### src/rtl/alu_arbiter.sv
`default_nettype none
// +----------------------------------------------------------------------------+
// | Module      : alu_arbiter                                                  |
// | Description : Round-robin share of one ALU between two requesters, with   |
// |               a single response channel. Optional ISSUE timeout via macro  |
// |               ALU_ARB_TIMEOUT_EN.                                          |
// | Revision    : 1.0  initial release                                         |
// +----------------------------------------------------------------------------+
module alu_arbiter #(
    parameter int WIDTH   = 32,
    parameter int TIMEOUT = 15
) (
    input  logic             clk,
    input  logic             rst,
    input  logic             req0_valid,
    output logic             req0_ready,
    input  logic [WIDTH-1:0] req0_a,
    input  logic [WIDTH-1:0] req0_b,
    input  logic [2:0]       req0_op,
    input  logic             req1_valid,
    output logic             req1_ready,
    input  logic [WIDTH-1:0] req1_a,
    input  logic [WIDTH-1:0] req1_b,
    input  logic [2:0]       req1_op,
    output logic             rsp_valid,
    input  logic             rsp_ready,
    output logic             rsp_id,
    output logic [WIDTH-1:0] rsp_result,
    output logic             rsp_err,
    output logic [WIDTH-1:0] alu_a,
    output logic [WIDTH-1:0] alu_b,
    output logic [2:0]       alu_opcode,
    output logic             alu_enable,
    input  logic [WIDTH-1:0] alu_result,
    input  logic             alu_ack
);

    localparam logic [1:0] c_ST_IDLE  = 2'd0;
    localparam logic [1:0] c_ST_ISSUE = 2'd1;
    localparam logic [1:0] c_ST_RESP  = 2'd2;

    logic [1:0]       r_state;
    logic [1:0]       w_next_state;
    logic             r_last_grant;
    logic             w_grant;
    logic             w_accept;
    logic             w_done;
    logic             w_timeout;
    logic [WIDTH-1:0] r_a;
    logic [WIDTH-1:0] r_b;
    logic [2:0]       r_op;
    logic             r_id;
    logic             r_rsp_id;
    logic [WIDTH-1:0] r_rsp_result;

    // Contention goes to the requester that did not win last time.
    assign w_grant    = (req0_valid && req1_valid) ? ~r_last_grant : req1_valid;
    assign req0_ready = (r_state == c_ST_IDLE) && req0_valid && !w_grant;
    assign req1_ready = (r_state == c_ST_IDLE) && req1_valid && w_grant;
    assign w_accept   = req0_ready || req1_ready;
    assign w_done     = (r_state == c_ST_ISSUE) && (alu_ack || w_timeout);

    assign rsp_valid  = (r_state == c_ST_RESP);
    assign rsp_id     = r_rsp_id;
    assign rsp_result = r_rsp_result;

`ifdef ALU_ARB_TIMEOUT_EN
    localparam int c_CNT_W = $clog2(TIMEOUT + 1);

    logic [c_CNT_W-1:0] r_cnt;
    logic               r_rsp_err;

    // An ack on the final allowed cycle takes priority over the timeout.
    assign w_timeout = (r_state == c_ST_ISSUE) && !alu_ack &&
                       (r_cnt == c_CNT_W'(TIMEOUT - 1));
    assign rsp_err   = r_rsp_err;

    always_ff @(posedge clk) begin
        if (rst) begin
            r_cnt     <= '0;
            r_rsp_err <= 1'b0;
        end else begin
            if (r_state != c_ST_ISSUE) begin
                r_cnt <= '0;
            end else if (!alu_ack) begin
                r_cnt <= r_cnt + 1'b1;
            end
            if (w_done) begin
                r_rsp_err <= !alu_ack;
            end
        end
    end
`else
    logic w_unused_timeout;

    assign w_timeout        = 1'b0;
    assign rsp_err          = 1'b0;
    assign w_unused_timeout = (TIMEOUT != 0);
`endif

    always_ff @(posedge clk) begin
        if (rst) begin
            r_state <= c_ST_IDLE;
        end else begin
            r_state <= w_next_state;
        end
    end

    always_comb begin
        w_next_state = r_state;
        alu_enable   = 1'b0;
        alu_a        = '0;
        alu_b        = '0;
        alu_opcode   = 3'b000;
        case (r_state)
            c_ST_IDLE: begin
                if (w_accept) begin
                    w_next_state = c_ST_ISSUE;
                end
            end
            c_ST_ISSUE: begin
                alu_enable = 1'b1;
                alu_a      = r_a;
                alu_b      = r_b;
                alu_opcode = r_op;
                if (w_done) begin
                    w_next_state = c_ST_RESP;
                end
            end
            c_ST_RESP: begin
                if (rsp_ready) begin
                    w_next_state = c_ST_IDLE;
                end
            end
            default: w_next_state = c_ST_IDLE;
        endcase
    end

    always_ff @(posedge clk) begin
        if (rst) begin
            r_last_grant <= 1'b1;
            r_a          <= '0;
            r_b          <= '0;
            r_op         <= 3'b000;
            r_id         <= 1'b0;
            r_rsp_id     <= 1'b0;
            r_rsp_result <= '0;
        end else begin
            if (w_accept) begin
                r_a          <= w_grant ? req1_a  : req0_a;
                r_b          <= w_grant ? req1_b  : req0_b;
                r_op         <= w_grant ? req1_op : req0_op;
                r_id         <= w_grant;
                r_last_grant <= w_grant;
            end
            // The ALU bus floats without ack, so a timeout returns zero instead.
            if (w_done) begin
                r_rsp_id     <= r_id;
                r_rsp_result <= alu_ack ? alu_result : '0;
            end
        end
    end

endmodule
`default_nettype wire
### config.mk
export PLATFORM = sky130hd
export DESIGN_NAME = alu_arbiter
export DESIGN_NICKNAME = d
export VERILOG_FILES = /design/src/rtl/alu_arbiter.sv
export SDC_FILE = /design/constraint.sdc
export NUM_CORES = 1
export LEC_CHECK = 0
export CORE_ASPECT_RATIO = 2
export CORE_MARGIN = 2
export CORE_UTILIZATION = 25
export DETAILED_ROUTE_END_ITERATION = 12
export GPL_ROUTABILITY_DRIVEN = 0
export GPL_TIMING_DRIVEN = 0
export HOLD_SLACK_MARGIN = 0.1
export PLACE_DENSITY = 0.53
export SLEW_MARGIN = 20
export SYNTH_ARGS = -nofsm -noshare
export SYNTH_HDL_FRONTEND = slang
export SYNTH_SLANG_ARGS = --single-unit
### constraint.sdc
create_clock -name clk -period 4.3 [get_ports clk]
set_input_delay 0.86 -clock clk [delete_from_list [all_inputs] [get_ports clk]]
set_output_delay 0.86 -clock clk [all_outputs]
set_load 0.01 [all_outputs]
==> results of run 1 <==
## state kept, by name (all words and copies together), names as in the netlist
| name | flops |
|---|---|
| r_last_grant | 1 |
| rsp_id | 1 |
| r_a | 32 |
| r_state | 2 |
| r_id | 1 |
| rsp_result | 32 |
| r_op | 3 |
| r_b | 32 |
## area by class of cell
type	count	area, µm²	share of cell area [%]
Multi-Input combinational cell	456	2590	31.1
Clock buffer	9	225	2.71
Tap cell	262	328	3.94
Antenna cell	1	2.50	0.0301
Timing Repair Buffer	274	2740	33.0
Buffer	65	297	3.56
Clock inverter	7	55.1	0.662
Sequential cell	104	2080	25.0
## worst max path at each step
stage | from | end | slack, ps | depth (start not counted)
6_report | req1_valid | req0_ready | 630 | 5
5_1_grt | r_state[0]$_SDFFE_PP0P_ | alu_b[27] | 420 | 5
4_1_cts | req1_valid | req0_ready | 530 | 5
3_5_place_dp | req1_valid | req0_ready | 530 | 5
3_3_place_gp | req1_valid | req0_ready | 520 | 5
2_1_floorplan | req1_valid | req1_ready | 1800 | 4
## placed cells by master, fill, tap and decap left out, types with 2 or more instances in the layout
cell,Yosys,routed
sky130_fd_sc_hd__a21oi_1,102,102
sky130_fd_sc_hd__a311oi_1,37,37
sky130_fd_sc_hd__a311oi_2,30,30
sky130_fd_sc_hd__and2_1,68,68
sky130_fd_sc_hd__buf_2,6,6
sky130_fd_sc_hd__buf_4,4,4
sky130_fd_sc_hd__buf_6,4,4
sky130_fd_sc_hd__clkbuf_1,51,51
sky130_fd_sc_hd__clkbuf_16,0,9
sky130_fd_sc_hd__clkdlybuf4s50_1,0,274
sky130_fd_sc_hd__clkinvlp_4,0,4
sky130_fd_sc_hd__dfxtp_1,104,104
sky130_fd_sc_hd__nand2_1,201,201
sky130_fd_sc_hd__nand2b_1,2,2
sky130_fd_sc_hd__nor2_1,3,3
sky130_fd_sc_hd__nor2b_1,2,2
## metal layers
metal | global-route usage (%) | vias up | routed length [µm]
met1 | 19.4 | 2466 | 7380
met3 | 3.68 | 36 | 935
met2 | 38.4 | 190 | 11600
met4 | 9.03 | 0 | 787
li1 | - | 2711 | -
met5 | 0 | - | 0
## worst max-delay path: stages
cell and delay (ps):
sky130_fd_sc_hd__clkdlybuf4s50_1 500, sky130_fd_sc_hd__a21boi_2 430, sky130_fd_sc_hd__clkbuf_1 430, sky130_fd_sc_hd__nor2_1 90, sky130_fd_sc_hd__clkdlybuf4s50_1 500
## Yosys cell counts (all sizes together)
master  number
nor3         1
a311oi      67
dfxtp      104
clkbuf      51
or2          1
a21bo        1
nand2      201
and3b        1
conb         1
a21oi      102
a22oi        1
buf         14
nand3b       1
a221o        1
nor2b        2
and2b        1
and2        68
or3b         1
nor2         3
nand2b       2
a21boi       1
## report_power, final
group	total, mW	internal [mW]	leakage (nW)	switching (mW)
combinational	0.732	0.380	1.99	0.353
clock	0.809	0.399	0.126	0.411
sequential	1.10	1.06	0.858	0.0439
total	2.64	1.84	2.97	0.807
## kinds of logic (layout without fill, tap and decap cells)
kind of cell           count (synthesis)  count (layout)  share of synthesized area, %
and+or+nand+nor                      282             282                          25.4
AOI/OAI and AO/OA                    173             173                          26.7
DFF                                  104             104                          41.9
buffers and inverters                 65             355                          5.97
other                                  1               2                        0.0755
==> flow_metrics.py, run 1 <==
metrics = {
    "status": {
        "run_status": "complete, no violations",
    },
    "clock_network": {
        "clockBufferDepth": 2,
        "cts_tree": "built",
        "cts_root_buf": "sky130_fd_sc_hd__clkbuf_16",
        "worst_skew_pair.late_latency_ps": 350,
        "cts-resized-gates": 0,
        "cts_post_setup_buffers_inserted": 0,
        "tritoncts_num_sinks": 104,
        "numCtsBuffers": 9,
        "clk_pin_slew_worst_paths_ps": 70,
        "hold_buf_cts": 0,
        "htree_levels": 3,
    },
    "route": {
        "route.final.wire_length_um": 20700,
        "post-route-drc-count": 0,
        "detailroute.via_count": 5403,
        "drt.antenna.violating_nets": 0,
        "drt_first_pass_iters": 6,
        "routedWlPerCell_um": 17.6,
        "drt_iter0_drc": 164,
        "routed_via_density": 4.59,
    },
    "sta": {
        "tns_ps": 0,
        "timing.final.hold_violations": 0,
        "finalSetupViolations": 0,
        "report.final.slew_viol_count": 0,
        "worst_slack_ps": 631,
        "max_slew_margin_pct": 47.2,
        "skew_ps": 9.12,
        "max_freq_mhz": 273,
        "period_minus_slack_ps": 3670,
        "worst_slew_pin_slew_ps": 792,
        "grt_setup_unrepaired": "false",
        "whs_ps": 454,
        "final_min_period_over_clock_period_pct": 85.3,
    },
    "placed_design": {
        "worst_case_setup_slack_after_placement_ps": 533,
        "portBuffers": 274,
        "placedInstanceArea_mm2": 0.00804,
        "dp.final_hpwl_um": 16500,
        "numPlacedInstances": 1161,
    },
    "setup_path": {
        "timing.critical_path.arrival_ps": 2810,
        "critical_path.reg2reg.endpoint": "r_b[25]$_SDFFE_PP0P_",
        "worst_setup_path_end_kind": "output port",
        "worst-r2r-cell-count": 5,
        "setup.reg_to_reg.worst_slack_ps": 2340,
        "timing.setup.critical_path_class": "input pin to output port",
        "crit_path_start_kind": "input pin",
        "critPathRequiredTime_ps": 3440,
        "critical_path.reg2reg.startpoint": "r_last_grant$_SDFFE_PP1P_",
        "critical_path.max_fanout": 10,
    },
    "cells_and_area": {
        "drive_above_1_share_pct": 6.89,
        "post_layout_nonfiller_instances": 1178,
        "fill_cells": 2080,
        "design_area_mm2": 0.00832,
        "final_util_pct": 42.2,
        "flow.area_growth_from_synthesis_pct": 67.5,
        "finish.net_count": 1082,
    },
    "floorplanning": {
        "initial_utilization_pct": 25.2,
        "io-pin-count": 277,
        "die_span_x_um": 104,
        "floorplan.die_area_mm2": 0.0211,
        "row_count": 73,
        "fp.coreArea_mm2": 0.0197,
        "floorplan.die.height_um": 203,
    },
    "power": {
        "max-vdd-ir-drop_v": 0.000168,
        "total_power_mw": 2.64,
        "power_leakage_nw": 2.97,
        "power_density_mw_per_mm2": 318,
    },
    "global_routing": {
        "grt_max_degree": 19,
        "grt_pass1_wl_um": 32000,
        "gr-total-overflow": 0,
        "groute.usage.overall_pct": 19.5,
        "number_of_antenna_violations_at_the_first_check_in_global_routing": 1,
        "grt_pass1_vias": 5656,
    },
    "job": {
        "drv.max_cap_violation_count": 0,
    },
    "yosys": {
        "syn_inst": 625,
        "synth-seq-cells": 104,
        "synth_top_cell_by_area": "sky130_fd_sc_hd__dfxtp_1",
        "synth-warning-count": 0,
        "synth.distinct_cells": 24,
        "synthesis.area_mm2": 0.00497,
        "ys_top_cells_by_area": "sky130_fd_sc_hd__dfxtp_1 42%, sky130_fd_sc_hd__nand2_1 15%, sky130_fd_sc_hd__a21oi_1 10%",
        "syn_nets": 797,
        "synth_area_per_cell_um2": 7.95,
        "synth_top_area_share_pct": 41.9,
        "synth.yosys.seq_area_share_pct": 41.9,
    },
    "min_path": {
        "hold_worst_path_end": "rsp_result[10]$_SDFFE_PP0P_",
        "holdCritPathClass": "flop to flop",
        "timing.hold.worst_path_depth": 2,
        "hp-start": "rsp_result[10]$_SDFFE_PP0P_",
    },
}
Power figures use the tool's default switching activity.
==> inputs of run 2 (changes only) <==
ABC_CLOCK_PERIOD_IN_PS = 4300   (was default)
==> results of run 2 <==
The final DEF is identical to that of run 1; final timing and power are the same.
==> inputs of run 3 (changes only) <==
SLEW_MARGIN = default   (was 20)
==> results of run 3 <==
The final DEF is identical to that of run 1; final timing and power are the same.
